===== src/rtl/imem_loader_pkg.sv =====
// Shared types and constants for the instruction-memory program loader.
package imem_loader_pkg;

  typedef enum logic [2:0] {
    StIdle,
    StPre,
    StWaitWord,
    StHold,
    StRelease,
    StDone,
    StFill
  } loader_state_e;

  localparam int unsigned WORD_BYTES          = 4;
  localparam logic [31:0] NOP_WORD            = 32'h0000_0000;
  localparam int unsigned DEFAULT_HOLD_CYCLES = 2;
  localparam int unsigned DEFAULT_PRE_CYCLES  = 10;

endpackage


===== src/rtl/imem_program_loader_if.sv =====
// Valid/ready word stream feeding the program loader.
interface imem_program_loader_if;
  logic        word_valid;
  logic [31:0] word_data;
  logic        word_last;
  logic        word_ready;

  modport master (output word_valid, output word_data, output word_last, input word_ready);
  modport slave  (input word_valid, input word_data, input word_last, output word_ready);
endinterface


===== src/rtl/imem_loader_hold_timer.sv =====
// Loadable down-counter; expired is high during the final counted cycle.
module imem_loader_hold_timer #(
  parameter int unsigned Width = 4
) (
  input  logic             clk,
  input  logic             rst,
  input  logic             load,
  input  logic [Width-1:0] value,
  output logic             expired
);

  logic [Width-1:0] cnt_q, cnt_d;

  always_comb begin
    cnt_d = cnt_q;
    if (load) begin
      cnt_d = value;
    end else if (cnt_q != '0) begin
      cnt_d = cnt_q - Width'(1);
    end
  end

  always_ff @(posedge clk or negedge rst) begin
    if (!rst) begin
      cnt_q <= '0;
    end else begin
      cnt_q <= cnt_d;
    end
  end

  assign expired = (cnt_q <= Width'(1));

endmodule


===== src/rtl/imem_program_loader.sv =====
// Streams a program into the CPU instruction memory, then releases CPU reset.
// Define IMEM_LOADER_NOP_FILL_EN to zero-fill the unused memory before release.
module imem_program_loader
  import imem_loader_pkg::*;
#(
  parameter int unsigned HOLD_CYCLES = DEFAULT_HOLD_CYCLES,
  parameter int unsigned IMEM_WORDS  = 64,
  parameter int unsigned PRE_CYCLES  = DEFAULT_PRE_CYCLES,
  localparam int unsigned WlW        = $clog2(IMEM_WORDS + 1)
) (
  input  logic                       clk,
  input  logic                       rst,
  input  logic                       start,
  imem_program_loader_if.slave       word_if,
  output logic                       cpu_rst,
  output logic                       initialize,
  output logic [31:0]                instruction_initialize_address,
  output logic [31:0]                instruction_initialize_data,
  output logic [WlW-1:0]             words_loaded,
  output logic                       busy,
  output logic                       overflow
);

  localparam int unsigned TimerMax = (HOLD_CYCLES > PRE_CYCLES) ? HOLD_CYCLES : PRE_CYCLES;
  localparam int unsigned TimerW   = $clog2(TimerMax + 1);

  loader_state_e state_q, state_d;
  logic          cpu_rst_q, cpu_rst_d, init_q, init_d;
  logic [31:0]   addr_q, addr_d, data_q, data_d;
  logic [WlW-1:0] wl_q, wl_d;
  logic          last_q, last_d, ovf_q, ovf_d;
  logic          tmr_load, tmr_expired, enter_tail;
  logic [TimerW-1:0] tmr_value;
`ifdef IMEM_LOADER_NOP_FILL_EN
  logic [WlW-1:0] fill_idx_q, fill_idx_d;
`endif

  imem_loader_hold_timer #(
    .Width (TimerW)
  ) u_hold_timer (
    .clk     (clk),
    .rst     (rst),
    .load    (tmr_load),
    .value   (tmr_value),
    .expired (tmr_expired)
  );

  always_comb begin
    state_d    = state_q;
    cpu_rst_d  = cpu_rst_q;
    init_d     = init_q;
    addr_d     = addr_q;
    data_d     = data_q;
    wl_d       = wl_q;
    last_d     = last_q;
    ovf_d      = ovf_q;
    tmr_load   = 1'b0;
    tmr_value  = TimerW'(HOLD_CYCLES);
    enter_tail = 1'b0;
`ifdef IMEM_LOADER_NOP_FILL_EN
    fill_idx_d = fill_idx_q;
`endif
    case (state_q)
      StIdle, StDone: begin
        if (start) begin
          state_d   = StPre;
          cpu_rst_d = 1'b1;
          init_d    = 1'b1;
          addr_d    = '0;
          data_d    = '0;
          wl_d      = '0;
          last_d    = 1'b0;
          ovf_d     = 1'b0;
          tmr_load  = 1'b1;
          tmr_value = TimerW'(PRE_CYCLES);
        end
      end
      StPre: begin
        if (tmr_expired) state_d = StWaitWord;
      end
      StWaitWord: begin
        if (word_if.word_valid) begin
          if (wl_q == WlW'(IMEM_WORDS)) begin
            // Memory already full: drop the word and stop the load.
            ovf_d      = 1'b1;
            enter_tail = 1'b1;
          end else begin
            addr_d   = 32'(wl_q) * WORD_BYTES;
            data_d   = word_if.word_data;
            wl_d     = wl_q + WlW'(1);
            last_d   = word_if.word_last;
            tmr_load = 1'b1;
            state_d  = StHold;
          end
        end
      end
      StHold: begin
        if (tmr_expired) begin
          if (last_q) enter_tail = 1'b1;
          else        state_d    = StWaitWord;
        end
      end
`ifdef IMEM_LOADER_NOP_FILL_EN
      StFill: begin
        if (tmr_expired) begin
          if (fill_idx_q < WlW'(IMEM_WORDS)) begin
            addr_d     = 32'(fill_idx_q) * WORD_BYTES;
            data_d     = NOP_WORD;
            fill_idx_d = fill_idx_q + WlW'(1);
            tmr_load   = 1'b1;
          end else begin
            state_d = StRelease;
          end
        end
      end
`endif
      StRelease: begin
        cpu_rst_d = 1'b0;
        init_d    = 1'b0;
        state_d   = StDone;
      end
      default: state_d = StIdle;
    endcase

    if (enter_tail) begin
`ifdef IMEM_LOADER_NOP_FILL_EN
      // One settling cycle in FILL before the first NOP write.
      state_d    = StFill;
      fill_idx_d = wl_d;
      tmr_load   = 1'b1;
      tmr_value  = TimerW'(1);
`else
      state_d = StRelease;
`endif
    end
  end

  always_ff @(posedge clk or negedge rst) begin
    if (!rst) begin
      state_q    <= StIdle;
      cpu_rst_q  <= 1'b1;
      init_q     <= 1'b1;
      addr_q     <= '0;
      data_q     <= '0;
      wl_q       <= '0;
      last_q     <= 1'b0;
      ovf_q      <= 1'b0;
`ifdef IMEM_LOADER_NOP_FILL_EN
      fill_idx_q <= '0;
`endif
    end else begin
      state_q    <= state_d;
      cpu_rst_q  <= cpu_rst_d;
      init_q     <= init_d;
      addr_q     <= addr_d;
      data_q     <= data_d;
      wl_q       <= wl_d;
      last_q     <= last_d;
      ovf_q      <= ovf_d;
`ifdef IMEM_LOADER_NOP_FILL_EN
      fill_idx_q <= fill_idx_d;
`endif
    end
  end

  assign word_if.word_ready             = (state_q == StWaitWord);
  assign busy                           = (state_q != StIdle) && (state_q != StDone);
  assign cpu_rst                        = cpu_rst_q;
  assign initialize                     = init_q;
  assign instruction_initialize_address = addr_q;
  assign instruction_initialize_data    = data_q;
  assign words_loaded                   = wl_q;
  assign overflow                       = ovf_q;

endmodule


===== src/flat_wrapper.sv =====
// flat-port wrapper written by rule: the top's interface ports become plain ports
module imem_program_loader_flat import imem_loader_pkg::*;
#(
  parameter int unsigned HOLD_CYCLES = DEFAULT_HOLD_CYCLES,
  parameter int unsigned IMEM_WORDS  = 64,
  parameter int unsigned PRE_CYCLES  = DEFAULT_PRE_CYCLES,
  localparam int unsigned WlW        = $clog2(IMEM_WORDS + 1)
)
  (clk, rst, start, cpu_rst, initialize, instruction_initialize_address, instruction_initialize_data, words_loaded, busy, overflow, word_if_word_valid, word_if_word_data, word_if_word_last, word_if_word_ready);
  imem_program_loader_if word_if_i ();
  input  logic clk;
  input  logic rst;
  input  logic start;
  output logic cpu_rst;
  output logic initialize;
  output logic [31:0] instruction_initialize_address;
  output logic [31:0] instruction_initialize_data;
  output logic [WlW-1:0] words_loaded;
  output logic busy;
  output logic overflow;
  input wire logic [$bits(word_if_i.word_valid)-1:0] word_if_word_valid;
  input wire logic [$bits(word_if_i.word_data)-1:0] word_if_word_data;
  input wire logic [$bits(word_if_i.word_last)-1:0] word_if_word_last;
  output wire logic [$bits(word_if_i.word_ready)-1:0] word_if_word_ready;
  assign word_if_i.word_valid = word_if_word_valid;
  assign word_if_i.word_data = word_if_word_data;
  assign word_if_i.word_last = word_if_word_last;
  assign word_if_word_ready = word_if_i.word_ready;
  imem_program_loader #(.HOLD_CYCLES(HOLD_CYCLES), .IMEM_WORDS(IMEM_WORDS), .PRE_CYCLES(PRE_CYCLES)) u_core (.clk(clk), .rst(rst), .start(start), .word_if(word_if_i), .cpu_rst(cpu_rst), .initialize(initialize), .instruction_initialize_address(instruction_initialize_address), .instruction_initialize_data(instruction_initialize_data), .words_loaded(words_loaded), .busy(busy), .overflow(overflow));
endmodule

===== config.mk =====
export PLATFORM = sky130hd
export DESIGN_NAME = imem_program_loader_flat
export DESIGN_NICKNAME = d
export VERILOG_FILES = /design/src/rtl/imem_loader_pkg.sv /design/src/rtl/imem_program_loader_if.sv /design/src/rtl/imem_loader_hold_timer.sv /design/src/rtl/imem_program_loader.sv /design/src/flat_wrapper.sv
export SDC_FILE = /design/constraint.sdc
export NUM_CORES = 1
export LEC_CHECK = 0
export CORE_ASPECT_RATIO = 0.5
export CORE_MARGIN = 3
export CORE_UTILIZATION = 55
export CTS_BUF_LIST = sky130_fd_sc_hd__clkbuf_8
export CTS_CLUSTER_SIZE = 14
export DETAILED_ROUTE_END_ITERATION = 8
export DONT_BUFFER_PORTS = 1
export HOLD_SLACK_MARGIN = 0.15
export PLACE_DENSITY_LB_ADDON = 0.08
export SYNTH_ARGS = -nofsm -noshare
export SYNTH_HDL_FRONTEND = slang
export SYNTH_SLANG_ARGS = --single-unit

===== constraint.sdc =====
create_clock -name clk -period 2.4 [get_ports clk]
set_input_delay 0.48 -clock clk [delete_from_list [all_inputs] [get_ports clk]]
set_output_delay 0.48 -clock clk [all_outputs]
set_load 0.03 [all_outputs]

==> reports/results.txt <==
startpoint types - register
Yosys reg bits - 56
Worst Hold Depth - 1
CP Capture Type - register
row count - 16
Max Fanout on Critical Path - 36
Chip Height - 54.5 um
placed cell area - 2550 um^2
total congestion overflow - 0
Fin. Hold Viols - 0
Comb power frac - 32.1%
Seq/Total Area, Yosys - 54.3%
sw frac - 46.7%
Tmin final - 2.20 ns
area grow syn2layout - 4.36%
clock network power share - 14.0%
post-DP HPWL - 3490 um
I/O pin cnt - 113
Top Metal Used - met4
worst setup margin - 0.198 ns
diode count - 0
worst endpoint data arrival time - 2.39 ns
initial antenna violation count - 0
Worst Skew - 0.00669 ns
Max-cap violations - 0
reg2reg setup slack - 0.20 ns
worst hold path type - in2reg
Cell Int Power - 0.00223 W
largest net degree at the start of global routing - 57
synthesized area per cell - 11.6 um^2
Syn Inst Count - 223
sequential power share - 53.9%
R2R depth - 7
IR drop worst, VDD - 0.792 mV
commonest non-fill, non-tap cell in the layout - dfrtp_1
Clk Latency, worst-skew pair - 0.30 ns
hold path startpoint - word_if_word_data[23]
Avg WL per Cell - 16.9 um
RSZ-0062 raised after global routing - false
Worst-Margin Slew - 0.911 ns
area occupied by multi-input gates - 947 um^2
# Post-CTS Setup Buffers - 0
DR vias/cell - 5.70
IO buf count - 0
CTS tree - yes
worst flop-to-flop path endpoint - u_core.words_loaded[0]$_DFFE_PN0P_
Starting Density - 61.5%
Slew HR - 39.1%
TNS Setup - 0 ns
DRC Markers - 0
Crit Path Category - reg2reg
ANT nets after route - 0
drt pass-1 iters - 4
CTS resizes - 0
global-route wire length before repair - 7310 um
fin. max-slew vios - 0
root buf cell - clkbuf_8
fill count - 331
CP required - 2.59 ns
gr usage total - 17.5%
routed metal-1 wire length - 2060 um
Crit. Startpoint - u_core.words_loaded[0]$_DFFE_PN0P_
status - finished, final reports clean
switching pwr - 0.00195 W
Ys Warns - 0
Hold Path End - u_core.instruction_initialize_data[23]$_DFFE_PN0P_
Core Region - 4200 um^2
CTS Sinks - 56
commonest cells after routing, fill and taps aside - dfrtp_1 (55), a22o_1 (37), conb_1 (25)
fmax - 454 MHz
gpl congestion - 0.804
Starting DRT DRC Count - 70
die area - 5610 um^2
WL met3 - 510 um
Clock Tree Buf Depth - 2
CTS clock-pin slew for the worst setup and hold paths - 0.09 ns
FF+latch area - 1400 um^2
period utilization - 91.8%
met2 WL post-DR - 2220 um
CTS H-tree lvls - 2
Post-Synthesis Cell Area - 2580 um^2
FF-to-FF Start - u_core.words_loaded[0]$_DFFE_PN0P_
post-route cell area - 2700 um^2
Die W - 103 um
Cell Pwr Density - 1550 nW/um^2
share of layout cells above drive strength 1 - 12.5%
vias in the first global route - 1462
WL final - 4820 um
fin nets - 272
TritonCTS Buffers - 5
pre-CTS setup slack - 0.209 ns
number of distinct library cells after synthesis - 36
vias post-DR - 1631
final setup fails - 0
Lkg Pwr - 1.34 nW
[what timing repair did]
item | in CTS | in global routing
setup endpoints to repair | 0 | 0
hold buffers | 2 | 0
hold endpoints to repair | 56 | 0
[registers in the layout, summed over array words and instances, names as in the netlist]
register	flops
u_core.words_loaded	7
u_core.overflow	1
u_core.last_q	1
u_core.state_q	3
u_core.instruction_initialize_data	32
u_core.u_hold_timer.cnt_q	4
u_core.instruction_initialize_address	7
u_core.cpu_rst	1
[per-stage QoR]
stage                     total power, W  util, %  hold WS [ns]  cells
after floorplan                  0.00336        -         0.184    247
after global placement           0.00356     60.7         0.185    276
after detailed placement         0.00359     60.7         0.186    276
after CTS                        0.00421     64.2         0.303    286
after global routing             0.00444     64.2         0.295    286
final                            0.00417     64.2         0.312    286
[layout make-up]
type,instances,share of cell area [%]
flip-flops and latches,56,52.0
well taps,54,2.50
clock inverters,3,1.44
multi-input cells,145,35.1
repair buffers,17,5.57
clock buffers,5,2.55
inverters,6,0.835
[worst max-delay path, cell delays in order, from the launching register on]
cell and delay (ns):
dfrtp_1 0.35, inv_1 0.04, ha_1 0.19, nor4b_2 0.20, a21boi_4 0.72, nor2_2 0.07
buf_4 0.24, mux2_2 0.28
[power groups by stage]
stage | registers, W | logic, W | clock network [W]
6_report | 0.00225 | 0.00134 | 0.000584
5_1_grt | 0.00231 | 0.00149 | 0.000641
4_1_cts | 0.00226 | 0.00135 | 0.000600
3_5_place_dp | 0.00226 | 0.00133 | 0
3_3_place_gp | 0.00227 | 0.00129 | 0
2_1_floorplan | 0.00223 | 0.00113 | 0
[cells in the mapped netlist]
library cell	n	share of area, %
nor2_1	7	1.0
nor3b_1	1	0.29
o41ai_1	1	0.34
inv_1	6	0.87
or3_1	1	0.24
ha_1	4	1.9
xor2_1	4	1.4
mux2i_1	2	0.77
o21bai_1	1	0.29
o221ai_1	1	0.34
nor4b_2	1	0.58
a22o_1	37	13
nor2b_1	3	0.73
mux2_2	1	0.44
a211oi_1	1	0.29
buf_6	4	1.7
dfstp_2	1	1.0
buf_2	5	0.97
nand2b_1	1	0.24
o32a_1	1	0.39
a21boi_4	1	0.73
conb_1	1	0.15
dfrtp_1	55	53
and4bb_1	1	0.48
or3b_2	1	0.34
nor2_2	1	0.24
o21ai_0	7	1.4
xnor2_1	2	0.68
nor3_1	4	0.77
a21oi_1	7	1.4
nand4_1	2	0.48
and2_1	4	0.97
buf_4	31	9.0
nand2_1	18	2.6
nand3_1	4	0.77
o41a_1	1	0.44
[cell families (layout without fill, tap and decap cells)]
kind of cell / Yosys count / in the layout / share of synthesized area [%]
and+or+nand+nor: 49 / 49 / 9.78
AOI/OAI and AO/OA: 58 / 58 / 18.1
buffers and inverters: 46 / 31 / 12.6
xor gates and xnor gates: 6 / 6 / 2.03
other: 1 / 25 / 0.145
muxes: 3 / 3 / 1.21
DFF: 56 / 56 / 54.3
adders and majority gates: 4 / 4 / 1.94
[routing by layer]
metal,track usage [%],vias to the layer above
met1,22.5,793
met4,3.87,0
met3,8.40,5
met2,27.3,84
li1,-,749
met5,0,-
[worst max-delay path by stage]
stage | slack (ns) | end
5_1_grt | 0.02 | u_core.words_loaded[0]$_DFFE_PN0P_
4_1_cts | 0.17 | u_core.words_loaded[0]$_DFFE_PN0P_
2_1_floorplan | 0.57 | u_core.instruction_initialize_data[28]$_DFFE_PN0P_
3_5_place_dp | 0.21 | u_core.words_loaded[0]$_DFFE_PN0P_
3_3_place_gp | 0.27 | u_core.words_loaded[0]$_DFFE_PN0P_
6_report | 0.20 | u_core.words_loaded[0]$_DFFE_PN0P_
(Power assumes the default switching activity.)
